File: src/rtl/drp_adc_responder.sv
// drp_adc_responder: responder side of the XADC dynamic reconfiguration port.
// A four-channel auxiliary conversion sequencer stores fabric-supplied samples
// in DRP-addressable result registers. DRP reads and writes are answered with
// a fixed-latency ready strobe.
module drp_adc_responder #(
  parameter int DRP_LATENCY = 4,   // accepted den_in -> drdy_out, 2..15
  parameter int CONV_CYCLES = 26   // cycles per conversion, 4..255
) (
  input  logic        S_AXI_ACLK,
  input  logic        S_AXI_ARESET,
  input  logic        den_in,
  input  logic        dwe_in,
  input  logic [6:0]  daddr_in,
  input  logic [15:0] di_in,
  output logic [15:0] do_out,
  output logic        drdy_out,
  output logic        eoc_out,
  output logic [6:0]  channel_out,
  output logic        busy_out,
  input  logic [11:0] vaux6_in,
  input  logic [11:0] vaux7_in,
  input  logic [11:0] vaux14_in,
  input  logic [11:0] vaux15_in
);

  localparam logic [6:0] ADDR_VAUX6  = 7'h16;
  localparam logic [6:0] ADDR_VAUX7  = 7'h17;
  localparam logic [6:0] ADDR_VAUX14 = 7'h1E;
  localparam logic [6:0] ADDR_VAUX15 = 7'h1F;
  localparam logic [6:0] ADDR_CFG    = 7'h40;

  // Counter values at which the end-of-conversion pulse is launched and at
  // which the conversion completes (the eoc_out cycle itself).
  localparam logic [7:0] CNT_EOC  = 8'(CONV_CYCLES - 2);
  localparam logic [7:0] CNT_LAST = 8'(CONV_CYCLES - 1);
  // Latency counter value at which drdy_out is launched.
  localparam logic [3:0] LAT_LAST = 4'(DRP_LATENCY - 1);

  typedef enum logic {
    S_IDLE    = 1'b0,
    S_CONVERT = 1'b1
  } state_t;

  // Sequence index 0..3 walks 0x16 -> 0x17 -> 0x1E -> 0x1F and wraps.
  function automatic logic [6:0] ch_addr(input logic [1:0] idx);
    case (idx)
      2'd0:    ch_addr = ADDR_VAUX6;
      2'd1:    ch_addr = ADDR_VAUX7;
      2'd2:    ch_addr = ADDR_VAUX14;
      default: ch_addr = ADDR_VAUX15;
    endcase
  endfunction

  // Sample sources indexed by sequence position.
  logic [3:0][11:0] vaux_vec;
  assign vaux_vec = {vaux15_in, vaux14_in, vaux7_in, vaux6_in};

  // Only bit 0 of the config register has storage.
  logic unused_di_bits;
  assign unused_di_bits = ^di_in[15:1];

  // Sequencer state
  state_t           state_q, state_d;
  logic [1:0]       ptr_q, ptr_d;
  logic [7:0]       cnt_q, cnt_d;
  logic [11:0]      sample_q, sample_d;
  logic [3:0][15:0] result_q, result_d;
  logic             cfg_en_q, cfg_en_d;
  logic             eoc_q, eoc_d;
  logic [6:0]       chan_q, chan_d;
  logic             busy_q, busy_d;

  // DRP transaction state
  logic             pend_q, pend_d;
  logic [3:0]       lat_q, lat_d;
  logic [15:0]      rdata_q, rdata_d;
  logic [15:0]      do_q, do_d;
  logic             drdy_q, drdy_d;

  logic [15:0]      rd_mux;

  // Next-state logic for the conversion sequencer and the DRP responder.
  always_comb begin
    // NOTE: every signal gets a default before any branch so that no path
    // leaves it unassigned; a missing default here would infer a latch.
    state_d  = state_q;
    ptr_d    = ptr_q;
    cnt_d    = cnt_q;
    sample_d = sample_q;
    result_d = result_q;
    cfg_en_d = cfg_en_q;
    eoc_d    = 1'b0;
    chan_d   = 7'h00;
    pend_d   = pend_q;
    lat_d    = lat_q;
    rdata_d  = rdata_q;
    do_d     = 16'h0000;
    drdy_d   = 1'b0;
    rd_mux   = 16'h0000;

    // Sequencer: the decision to continue uses the enable as it stood
    // before this edge, so a disable lets the running conversion finish.
    case (state_q)
      S_IDLE: begin
        if (cfg_en_q) begin
          state_d  = S_CONVERT;
          cnt_d    = 8'd0;
          sample_d = vaux_vec[ptr_q];
        end
      end
      S_CONVERT: begin
        cnt_d = cnt_q + 8'd1;
        if (cnt_q == CNT_EOC) begin
          eoc_d  = 1'b1;
          chan_d = ch_addr(ptr_q);
        end
        if (cnt_q == CNT_LAST) begin
          result_d[ptr_q] = {sample_q, 4'h0};
          ptr_d           = ptr_q + 2'd1;
          cnt_d           = 8'd0;
          if (cfg_en_q) begin
            sample_d = vaux_vec[ptr_q + 2'd1];
          end else begin
            state_d = S_IDLE;
          end
        end
      end
      default: state_d = S_IDLE;
    endcase
    busy_d = (state_d == S_CONVERT);

    // Register read mux sees pre-edge contents, so a result landing on the
    // accepting edge is not visible to that read.
    case (daddr_in)
      ADDR_VAUX6:  rd_mux = result_q[0];
      ADDR_VAUX7:  rd_mux = result_q[1];
      ADDR_VAUX14: rd_mux = result_q[2];
      ADDR_VAUX15: rd_mux = result_q[3];
      ADDR_CFG:    rd_mux = {15'h0000, cfg_en_q};
      default:     rd_mux = 16'h0000;
    endcase

    // DRP: one transaction at a time; requests while pending (including the
    // drdy_out cycle) are dropped without a response.
    if (pend_q) begin
      if (drdy_q) begin
        pend_d = 1'b0;
      end else if (lat_q == LAT_LAST) begin
        drdy_d = 1'b1;
        do_d   = rdata_q;
      end else begin
        lat_d = lat_q + 4'd1;
      end
    end else if (den_in) begin
      pend_d  = 1'b1;
      lat_d   = 4'd1;
      rdata_d = dwe_in ? 16'h0000 : rd_mux;
      if (dwe_in && (daddr_in == ADDR_CFG)) begin
        cfg_en_d = di_in[0];
      end
    end
  end

  // State registers; reset discards any in-flight transaction or conversion.
  always_ff @(posedge S_AXI_ACLK or posedge S_AXI_ARESET) begin
    if (S_AXI_ARESET) begin
      state_q  <= S_IDLE;
      ptr_q    <= 2'd0;
      cnt_q    <= 8'd0;
      sample_q <= 12'h000;
      // NOTE: the result registers are a small register file that is
      // reset on purpose, because reads after reset must return zero.
      result_q <= '0;
      cfg_en_q <= 1'b1;
      eoc_q    <= 1'b0;
      chan_q   <= 7'h00;
      busy_q   <= 1'b0;
      pend_q   <= 1'b0;
      lat_q    <= 4'd0;
      rdata_q  <= 16'h0000;
      do_q     <= 16'h0000;
      drdy_q   <= 1'b0;
    end else begin
      // NOTE: non-blocking assignments so every flop samples pre-edge
      // values regardless of statement order.
      state_q  <= state_d;
      ptr_q    <= ptr_d;
      cnt_q    <= cnt_d;
      sample_q <= sample_d;
      result_q <= result_d;
      cfg_en_q <= cfg_en_d;
      eoc_q    <= eoc_d;
      chan_q   <= chan_d;
      busy_q   <= busy_d;
      pend_q   <= pend_d;
      lat_q    <= lat_d;
      rdata_q  <= rdata_d;
      do_q     <= do_d;
      drdy_q   <= drdy_d;
    end
  end

  assign do_out      = do_q;
  assign drdy_out    = drdy_q;
  assign eoc_out     = eoc_q;
  assign channel_out = chan_q;
  assign busy_out    = busy_q;

endmodule

File: config.mk
export PLATFORM = sky130hd
export DESIGN_NAME = drp_adc_responder
export DESIGN_NICKNAME = d
export VERILOG_FILES = /design/src/rtl/drp_adc_responder.sv
export SDC_FILE = /design/constraint.sdc
export NUM_CORES = 1
export LEC_CHECK = 0
export CELL_PAD_IN_SITES_DETAIL_PLACEMENT = 0
export CELL_PAD_IN_SITES_GLOBAL_PLACEMENT = 1
export CORE_ASPECT_RATIO = 1.4
export CORE_MARGIN = 2
export CORE_UTILIZATION = 42
export CTS_CLUSTER_SIZE = 10
export DETAILED_ROUTE_END_ITERATION = 16
export PLACE_DENSITY_LB_ADDON = 0.05
export SLEW_MARGIN = 15
export SYNTH_ARGS = -nofsm -noshare
export SYNTH_HDL_FRONTEND = slang
export SYNTH_SLANG_ARGS = --single-unit
File: constraint.sdc
create_clock -name S_AXI_ACLK -period 4.15 [get_ports S_AXI_ACLK]
set_clock_uncertainty 0.15 [all_clocks]
set_input_delay 0.6225 -clock S_AXI_ACLK [delete_from_list [all_inputs] [get_ports S_AXI_ACLK]]
set_output_delay 0.6225 -clock S_AXI_ACLK [all_outputs]
set_load 0.01 [all_outputs]
Yosys cells after proc, flatten, opt, wreduce, memory -nomap -nowiden
Cells that the tools add are included.
- divide/modulo/power cells: 0
- multiply operators: 0
- equal/unequal tests: 15
- muxes and demuxes: 37
- magnitude comparators: 3
- add/sub/neg operators: 3
- reduce and logical (&&, ||, !) cells: 9
- shifts and indexed selects: 0
- bitwise gates (word level): 2
- operator list (kind ; count):
    16-bit 2-to-1 mux ; 5
    16-bit one-hot mux with 5 select lines ; 1
    64-bit bitwise mux ; 1
    12-bit 2-to-1 mux ; 5
    12-bit binary-select mux with 2-bit select ; 2
    16-bit demux with 2-bit select ; 1
    7-bit by 5-bit == test with 1-bit output, second input constant ; 4
    12-bit one-hot mux with 2 select lines ; 1
    8-bit by 5-bit == test with 1-bit output, second input constant ; 2
    4-bit 2-to-1 mux ; 4
    8-bit 2-to-1 mux ; 2
    8-bit one-hot mux with 2 select lines ; 1
    4-bit one-hot mux with 3 select lines ; 1
    1-bit 2-to-1 mux ; 10
    5-bit 2-to-1 mux ; 2
    3-bit AND reduction ; 3
    8-bit by 1-bit adder with 8-bit output, second input constant ; 1
    2-bit inequality test, second input constant ; 4
    7-bit == test, second input constant ; 1
    2-bit by 3-bit less-than comparator with 1-bit output, second input constant ; 2
    4-bit by 1-bit adder with 4-bit output, second input constant ; 1
    4-bit by 2-bit == test with 1-bit output, second input constant ; 1
    2-bit AND reduction ; 2
    2-bit by 1-bit adder with 2-bit output, second input constant ; 1
    9 further kinds ; 11
- register bits: 134
- ROM bits: 0
- bits in latches: 0
- memories kept: 0
- bits in writable memories: 0
- logic and storage cells: 85
- output and inout port bits: 26

Depth between registers and ports, before layout
Gate-level depths: netlist of the first run.
- depth in word-level cells: 6
- gate-level depth with buffers: 8
- mapped depth without buffers: 6

Worst setup path before layout of the first run
OpenSTA, ideal clock, no wires.
- kind: register -> register
- start: register ptr_q[0]
- end: register sample_q[11]
- setup slack: 1.331 ns
- buffers on the path: 3
- arrival time: 2.543 ns
- cell stages (with the launch flop): 9
- path through: dfrtp_1 -> clkbuf_1 -> buf_2 -> inv_1 -> ha_1 -> buf_2 -> mux4_2 -> a21oi_1 -> a21oi_1
- cells in the longest elaborated chain, start to end: 6
- elaborated cells on any way between the ends: 9
- classes of those cells: add/sub: 1; mux: 8
- ends and longest elaborated chain (what ; RTL line ; source):
    from (decl) ; 64 ; logic [1:0] ptr_q, ptr_d;
    from (signal assigned) ; 187 ; ptr_q <= ptr_d;
    2-bit by 1-bit adder with 2-bit output ; 122 ; sample_d = vaux_vec[ptr_q + 2'd1];
    12-bit binary-select mux with 2-bit select ; 122 ;
    12-bit 2-to-1 mux (not written as such) ; 122 ;
    12-bit 2-to-1 mux ; 121 ; if (cfg_en_q) begin
    12-bit 2-to-1 mux ; 117 ; if (cnt_q == CNT_LAST) begin
    12-bit one-hot mux with 2 select lines (*) ; 103 ; case (state_q)
    to (signal assigned) ; 189 ; sample_q <= sample_d;
    to (decl) ; 66 ; logic [11:0] sample_q, sample_d;
Mark *: on every way between the ends. The rest lies on a longest branch, timed or not. The select of a mux whose other input is x is not followed.
A chain may end at the register's enable or synchronous reset.

Worst setup path in the final report of the first run
- start: register ptr_q[1]
- end: register sample_q[7]
Same word-level chain as after synthesis.

==> impl_metrics.json, run 1 <==
{
  "clkSinkCount": 107,
  "place_area_sq_um": 6180,
  "synth.avg_cell_area_sq_um": 12.4,
  "routed_via_density": 5.36,
  "grt_antenna_before_repair": 0,
  "drt_first_pass_iters": 4,
  "rows": 48,
  "fin_crit_sh": 0.610,
  "p_total_mw": 2.57,
  "gp_congestion": 0.758,
  "numPortBuffers": 80,
  "yosysWarnings": 0,
  "fillCellCount": 1093,
  "antenna_cells": 0,
  "synth_top_area_frac": 0.500,
  "worstSetupPathType": "reg2reg",
  "min_path_type": "reg2reg",
  "fp.dieW_microns": 99.0,
  "wirelength_mm": 10.3,
  "stdcell_area_sq_um": 6460,
  "end_kind": "flip-flop",
  "wl_per_cell_microns": 15.8,
  "die-area_sq_um": 13600,
  "drv_cap": 0,
  "dp.cells": 635,
  "grt_pass1_vias": 3545,
  "drt_first_iter_violations": 103,
  "core_sq_um": 12300,
  "fin_tns_setup_ps": 0,
  "ys_types": 42,
  "ant_nets": 0,
  "cts_hold_buffers": 0,
  "worst_pin_slew_ps": 898,
  "grt_pass1_wl_mm": 17.4,
  "cts_setup_buffers": 0,
  "final_cell_mix": "105 x dfrtp_1, 80 x clkdlybuf4s50_1, 50 x mux2_2, 40 x a21oi_1, 28 x nand2_1",
  "clockRootBuffer": "clkbuf_16",
  "fin_ws_ps": 1620,
  "post-route-min-period_ps": 2530,
  "p_per_area_nw_per_um2": 398,
  "hpwl_mm": 7.41,
  "cts-resized-gates": 0,
  "startpoint_type": "flip-flop",
  "synth_fa_ha_area_frac": 0.0212,
  "num_vias": 3490,
  "yosysTopAreaCell": "dfrtp_1",
  "drt_drc_violations_left": 0,
  "cts_buffers": 9,
  "cts_tree": "yes",
  "p_leak_nw": 2.78,
  "synthMuxAreaShare": 0.255,
  "critPathArrivalTime_ps": 2590,
  "synth-compound-area-share": 0.0851,
  "maxSlewHeadroom": 0.399,
  "synth_simple_gate_area_frac": 0.0823,
  "grt_max_degree": 88,
  "area_growth_syn_to_layout_pct": 21.8,
  "ys_top_cells_by_area": "dfrtp_1 50%, mux2_2 11%, mux4_2 10%",
  "final_common_cell": "dfrtp_1",
  "cts_buffer_depth": 2,
  "postLayoutCoreUtil": 0.525,
  "cts-htree-levels": 3,
  "required_ps": 4200,
  "die_h_microns": 137,
  "grt_setup_unrepaired": "no",
  "ys_seq_elements": 107,
  "postSynthCellCount": 428,
  "worstPathMaxFanout": 13,
  "synthesis.area_sq_um": 5310,
  "start_util": 0.431,
  "clock_latency_ps": 350,
  "synthXorXnorAreaFrac": 0.00330,
  "max_freq_ghz": 0.395,
  "hold_viol": 0,
  "io_pins": 101,
  "rr_worst_depth": 5,
  "outcome": "finished clean",
  "ys.flop_type": "dfrtp_1",
  "global_route.usage.total": 0.161,
  "final_nets": 580,
  "synth.yosys.seq_area_share": 0.505,
  "setup_viol": 0,
  "grt-ovfl-total": 0,
  "regToRegSetupSlack_ps": 1620,
  "synth-edff-count": 0,
  "final_max_slew_viol_count": 0,
  "async_flop_share": 1.00,
  "final_layout_size_suffix_gt1_frac": 0.206,
  "pre_cts_slack_ps": 1340,
  "ir_drop_v": 0.000188,
  "path_clk_slew_ps": 70,
  "synth_top_family_by_area": "multiplexers",
  "timing.hold.ws_ps": 319,
  "instances_no_fill": 651,
  "hold_depth": 2
}
-- registers in the layout, indices dropped and copies added (netlist names) --
name and cells:
result_q 48, do_out 13, rdata_q 13, sample_q 12, cnt_q 8, lat_q 4
channel_out 3, ptr_q 2, busy_out 1, cfg_en_q 1, drdy_out 1, pend_q 1
-- layout make-up --
type / count / area, sq um / area share
Multi-Input combinational cell: 272 / 2390 / 0.370
Clock buffer: 13 / 260 / 0.0403
Sequential cell: 107 / 2680 / 0.415
Tap cell: 150 / 188 / 0.0290
Clock inverter: 3 / 22.5 / 0.00348
Inverter: 21 / 83.8 / 0.0130
Timing Repair Buffer: 85 / 838 / 0.130
-- where the power goes --
group | total (mW) | switching, mW | internal (mW)
sequential | 1.24 | 0.104 | 1.13
clock | 0.809 | 0.366 | 0.443
combinational | 0.527 | 0.298 | 0.229
-- cell families (layout without fill, tap and decap cells) --
group | Yosys count | in the layout
AO/OA/AOI/OAI | 81 | 81
XOR/XNOR | 2 | 2
adder cells (fa/ha/maj) | 9 | 9
buffers and inverters | 53 | 122
flip-flops | 107 | 107
multiplexers | 99 | 99
other | 1 | 5
AND/OR/NAND/NOR | 76 | 76
-- per-layer routing --
layer	global-route usage	up-vias	wire [microns]	share of wire
li1	-	1676	-	-
met1	0.202	1739	4530	0.44
met2	0.280	68	5320	0.52
met3	0.0317	7	355	0.034
met4	0.0502	0	87	0.0085
met5	0	-	0	0
-- worst paths after layout --
| kind | from | end |
|---|---|---|
| max reg2reg | ptr_q[1]$_DFFE_PP0P_ | sample_q[7]$_DFFE_PP0P_ |
| max | ptr_q[1]$_DFFE_PP0P_ | sample_q[7]$_DFFE_PP0P_ |
| min in group asynchronous | S_AXI_ARESET | channel_out[2]$_DFF_PP0_ |
| min reg2reg | rdata_q[12]$_DFFE_PP0P_ | rdata_q[12]$_DFFE_PP0P_ |
| min | rdata_q[12]$_DFFE_PP0P_ | rdata_q[12]$_DFFE_PP0P_ |
| max in group asynchronous | S_AXI_ARESET | rdata_q[0]$_DFFE_PP0P_ |
-- cell usage after synthesis, types with 5 or more instances --
master    count
a21oi_1      40
and2_1       15
buf_2         8
buf_4        11
clkbuf_1     12
dfrtp_1     106
ha_1          9
inv_1        21
mux2_2       50
mux2i_1      25
mux4_2       24
nand2_1      28
nor2_1        5
o21ai_0      20
o22ai_1      13
-- worst max-delay path, stage by stage, from the launching register on --
cell,delay (ps)
dfrtp_1,440
inv_1,110
ha_1,810
mux4_2,590
a21oi_1,210
a21oi_1,90
Power figures use the tool's default switching activity.
==> run 2: changes to the inputs <==
- CORE_UTILIZATION: 42 -> 38
- clock period: 4.15 -> 2.2 ns (I/O delays scaled with it)
==> run 2 against run 1 <==
Die area up 10%. Flip-flop and latch count unchanged. Non-clock buffer count up 17. Core utilization down 3.7 points. Global-route usage down 1.4 points. Total power up 94%. Wire length up 1.8%. Count of clock-buffer cells in the layout down 4. Largest cell class unchanged.
==> impl_metrics.json, run 2 (synthesized netlist as in run 1, its figures left out) <==
{
  "r2r_start": "cnt_q[1]$_DFFE_PP0P_",
  "setup.worst_path.start": "busy_out$_DFF_PP0_",
  "numPortBuffers": 80,
  "clockRootBuffer": "clkbuf_16",
  "clock_latency_ps": 350,
  "multi_input_area_sq_um": 2410,
  "cts_buffer_depth": 2,
  "start_util": 0.385,
  "global_route.usage.total": 0.147,
  "grt_max_degree": 49,
  "final_common_cell": "dfrtp_1",
  "clkSinkCount": 107,
  "startpoint_type": "flip-flop",
  "cpPeakStageDelay_ps": 630,
  "postLayoutCoreUtil": 0.488,
  "outcome": "finished clean",
  "largest_reg_flops": 48,
  "place_area_sq_um": 6410,
  "final_max_slew_viol_count": 0,
  "post-route-min-period_ps": 2050,
  "wl_per_cell_microns": 14.9,
  "final_cell_mix": "105 x dfrtp_1, 80 x clkdlybuf4s50_1, 50 x mux2_2, 40 x a21oi_1, 28 x nand2_1",
  "grt_pass1_wl_mm": 17.6,
  "cts_buffers": 9,
  "required_ps": 1720,
  "cts_tree": "yes",
  "switchingPower_mw": 1.57,
  "hpwl_mm": 7.73,
  "worstPathMaxFanout": 12,
  "drt_drc_violations_left": 0,
  "gp_congestion": 0.711,
  "drv_cap": 0,
  "fin_crit_sh": 0.934,
  "rr_worst_depth": 7,
  "dp.cells": 687,
  "area_growth_syn_to_layout_pct": 26.8,
  "routed_via_density": 4.99,
  "num_vias": 3508,
  "drt_first_pass_iters": 4,
  "worst_pin_slew_ps": 526,
  "crit_chain": "clkdlybuf4s50_1",
  "seqCellArea_sq_um": 2680,
  "fin_ws_ps": 145,
  "die-area_sq_um": 14900,
  "ir_drop_v": 0.000343,
  "power.internal_mw": 3.42,
  "p_total_mw": 4.99,
  "wirelength_mm": 10.5,
  "maxSlewHeadroom": 0.649,
  "grt-ovfl-total": 0,
  "rows": 51,
  "max_freq_ghz": 0.487,
  "grt_antenna_before_repair": 0,
  "critPathArrivalTime_ps": 1570,
  "power_frac_clock": 0.323,
  "instances_no_fill": 703,
  "core_sq_um": 13800,
  "regToRegSetupSlack_ps": 180,
  "final_layout_size_suffix_gt1_frac": 0.239,
  "min_path_type": "in2async",
  "critPathTopFamily": "buffers and inverters",
  "cpMaxStageDelayCell": "clkdlybuf4s50_1",
  "stdcell_area_sq_um": 6730,
  "crit_buf_inv": 1,
  "fin_tns_setup_ps": 0,
  "end_kind": "primary output",
  "ant_nets": 0,
  "hold_viol": 0,
  "timing.hold.ws_ps": 199,
  "p_leak_nw": 2.89,
  "setup_viol": 0,
  "worstSetupPathType": "reg2out",
  "die_h_microns": 144,
  "grt_setup_unrepaired": "no",
  "p_seq_frac": 0.473,
  "final_nets": 597,
  "path_clk_slew_ps": 80,
  "cts_hold_buffers": 0,
  "fp.dieW_microns": 104,
  "timing.rr.end": "cnt_q[2]$_DFFE_PP0P_",
  "io_pins": 101,
  "fillCellCount": 1269,
  "swShare": 0.315,
  "cts-htree-levels": 3,
  "grt_pass1_vias": 3554,
  "drt_first_iter_violations": 90,
  "pre_cts_slack_ps": -156,
  "regMostFlops": "result_q",
  "pwr-share-comb": 0.204,
  "p_per_area_nw_per_um2": 742,
  "antenna_cells": 0
}
[run 2: cell types whose count changed in the layout (fill, tap and decap cells not counted), moves of 2 or more]
cell	change
buf_4	+13
buf_12	+4
clkbuf_1	-2
clkbuf_8	-2
clkinv_8	+2
inv_6	+2
[run 2: per-layer routing]
layer / GRT usage / routed length, microns / vias to the layer above
met4: 0.0512 / 131 / 0
li1: - / - / 1711
met5: 0 / 0 / -
met2: 0.264 / 5480 / 72
met1: 0.181 / 4540 / 1716
met3: 0.0231 / 331 / 9
[run 2: final cells by class]
class,instances,share of cell area
Timing Repair Buffer,102,0.151
Multi-Input combinational cell,272,0.359
Sequential cell,107,0.398
Clock inverter,7,0.0117
Tap cell,185,0.0344
Inverter,21,0.0123
Clock buffer,9,0.0335
[run 2: power by group through the flow]
| stage | clock (mW) | sequential, mW | combinational (mW) |
|---|---|---|---|
| after global placement | 0 | 2.39 | 1.01 |
| after global routing | 1.74 | 2.41 | 1.14 |
| after floorplan | 0 | 2.32 | 0.666 |
| final | 1.61 | 2.36 | 1.02 |
| after CTS | 1.67 | 2.36 | 1.03 |
| after detailed placement | 0 | 2.40 | 1.02 |
[run 2: how the worst max path moves through the flow]
| stage | endpoint | slack, ps | cells after the start |
|---|---|---|---|
| 2_1_floorplan | sample_q[11]$_DFFE_PP0P_ | 10 | 8 |
| 3_3_place_gp | cfg_en_q$_DFFE_PP1P_ | -130 | 5 |
| 3_5_place_dp | cfg_en_q$_DFFE_PP1P_ | -160 | 5 |
| 4_1_cts | cnt_q[2]$_DFFE_PP0P_ | 90 | 7 |
| 5_1_grt | cfg_en_q$_DFFE_PP1P_ | 30 | 5 |
| 6_report | busy_out | 150 | 1 |
[run 2: repair_timing]
item,4_1_cts,5_1_grt
resized for setup,0,1
endpoints found under the setup margin,0,1
buffers inserted,0,0
==> run 3: changes to the inputs <==
- TNS_END_PERCENT: not set -> 20
==> run 3 against run 2 <==
Cell count is 0.28% lower. Non-clock buffer count is 2 lower. Sequential power hardly changed. Clock power is 6% higher. Flip-flop and latch count stayed put. First-iteration DRC count is 38% higher. Wire length is 1.8% higher. Final area hardly changed. Core utilization hardly changed. Hold slack worse by 42 ps. Critical path depth is 5 higher. Combinational power hardly changed. Critical path type is now reg2reg. Critical endpoint is now sample_q[9]$_DFFE_PP0P_. Largest cell class unchanged. Largest power group unchanged. Highest routed layer unchanged.
==> impl_metrics.json, run 3 (synthesized netlist as in run 1, its figures left out) <==
{
  "fin_crit_sh": 0.944,
  "required_ps": 2270,
  "antenna_cells": 0,
  "ant_nets": 0,
  "cts_buffer_depth": 2,
  "met1Wirelength_mm": 4.66,
  "rr_worst_depth": 6,
  "fillCellCount": 1285,
  "max_freq_ghz": 0.482,
  "worstSetupPathType": "reg2reg",
  "min_path_type": "in2async",
  "end_kind": "flip-flop",
  "stdcell_area_sq_um": 6730,
  "startpoint_type": "flip-flop",
  "wl_per_cell_microns": 15.2,
  "maxSlewHeadroom": 0.642,
  "dr_wl_met2_mm": 5.47,
  "area_growth_syn_to_layout_pct": 26.8,
  "final_nets": 595,
  "outcome": "finished clean",
  "gp_congestion": 0.708,
  "cts-htree-levels": 3,
  "timing.rr.end": "sample_q[9]$_DFFE_PP0P_",
  "clkSinkCount": 107,
  "die-area_sq_um": 14900,
  "power_frac_clock": 0.335,
  "hold_viol": 0,
  "final_max_slew_viol_count": 0,
  "timing.hold.ws_ps": 157,
  "setup_viol": 0,
  "cts_setup_buffers": 0,
  "place_area_sq_um": 6400,
  "post-route-min-period_ps": 2080,
  "numPortBuffers": 80,
  "grt_antenna_before_repair": 0,
  "core_sq_um": 13800,
  "grt_max_degree": 67,
  "wirelength_mm": 10.7,
  "drv_cap": 0,
  "rows": 51,
  "top_layer_used": "met4",
  "switchingPower_mw": 1.50,
  "swShare": 0.293,
  "worstPathMaxFanout": 13,
  "worst_pin_slew_ps": 537,
  "power.internal_mw": 3.61,
  "regMostFlops": "result_q",
  "grt-ovfl-total": 0,
  "grt_pass1_vias": 3516,
  "grt_setup_unrepaired": "no",
  "grt_pass1_wl_mm": 17.8,
  "start_util": 0.385,
  "cts_hold_buffers": 0,
  "cts_tree": "yes",
  "cts_buffers": 9,
  "drt_first_pass_iters": 4,
  "drt_first_iter_violations": 124,
  "path_clk_slew_ps": 70,
  "num_vias": 3520,
  "r2r_start": "ptr_q[0]$_DFFE_PP0P_",
  "global_route.usage.total": 0.151,
  "postLayoutCoreUtil": 0.488,
  "clock_latency_ps": 350,
  "cts-resized-gates": 0,
  "io_pins": 101,
  "die_h_microns": 144,
  "fin_tns_setup_ps": 0,
  "p_leak_nw": 2.89,
  "final_common_cell": "dfrtp_1",
  "drt_drc_violations_left": 0,
  "fp.dieW_microns": 104,
  "p_seq_frac": 0.461,
  "critPathArrivalTime_ps": 2150,
  "final_cell_mix": "105 x dfrtp_1, 80 x clkdlybuf4s50_1, 50 x mux2_2, 37 x a21oi_1, 28 x nand2_1",
  "pwr-share-comb": 0.204,
  "ir_drop_v": 0.000421,
  "p_total_mw": 5.10,
  "hpwl_mm": 7.95,
  "routed_via_density": 5.02,
  "largest_reg_flops": 48,
  "clockRootBuffer": "clkbuf_16",
  "regToRegSetupSlack_ps": 120,
  "p_per_area_nw_per_um2": 759,
  "met3_wirelength_microns": 359,
  "final_layout_size_suffix_gt1_frac": 0.240
}
[run 3: changes by cell type in the layout (fill, tap and decap cells not counted), sizes merged]
cell,change
inv,-4
clkinvlp,+1
buf,-2
bufinv,+2
clkinv,+1
[run 3: layout make-up]
type,instances,area (sq um),area share
Clock buffer,9,225,0.0335
Timing Repair Buffer,100,1010,0.151
Inverter,21,82.6,0.0123
Clock inverter,7,91.3,0.0136
Tap cell,185,231,0.0344
Sequential cell,107,2680,0.398
Multi-Input combinational cell,272,2400,0.357
[run 3: critical path, stage by stage (launching register included)]
cell and delay, ps:
dfrtp_2 410, inv_1 100, ha_1 330, buf_12 170
mux4_2 500, a21oi_1 200, a21oi_1 90
[run 3: worst max path at each step]
stage | endpoint | slack (ps) | from | cells past startpoint
finish | sample_q[9]$_DFFE_PP0P_ | 120 | ptr_q[0]$_DFFE_PP0P_ | 6
CTS | sample_q[7]$_DFFE_PP0P_ | 90 | cnt_q[1]$_DFFE_PP0P_ | 6
global route | sample_q[10]$_DFFE_PP0P_ | 10 | ptr_q[0]$_DFFE_PP0P_ | 6
global placement | cfg_en_q$_DFFE_PP1P_ | -120 | daddr_in[2] | 5
floorplan | sample_q[11]$_DFFE_PP0P_ | -620 | ptr_q[0]$_DFFE_PP0P_ | 8
detailed placement | cfg_en_q$_DFFE_PP1P_ | -140 | daddr_in[2] | 5
[run 3: power by group through the flow]
stage	clock network, mW	registers [mW]	logic [mW]
after floorplan	0	2.32	0.666
after global placement	0	2.39	1.03
after detailed placement	0	2.39	1.05
after CTS	1.77	2.36	1.05
after global routing	1.84	2.39	1.19
final	1.71	2.35	1.04
[run 3: per-layer routing]
layer	up-vias	track usage
met5	-	0
met4	0	0.0619
met3	13	0.0236
met2	73	0.261
met1	1732	0.189
li1	1702	-
[run 3: per-stage QoR]
stage,instances,setup slack [ps]
floorplan,432,-619
global placement,685,-117
detailed placement,685,-142
CTS,701,90.1
global route,701,11.8
finish,701,124
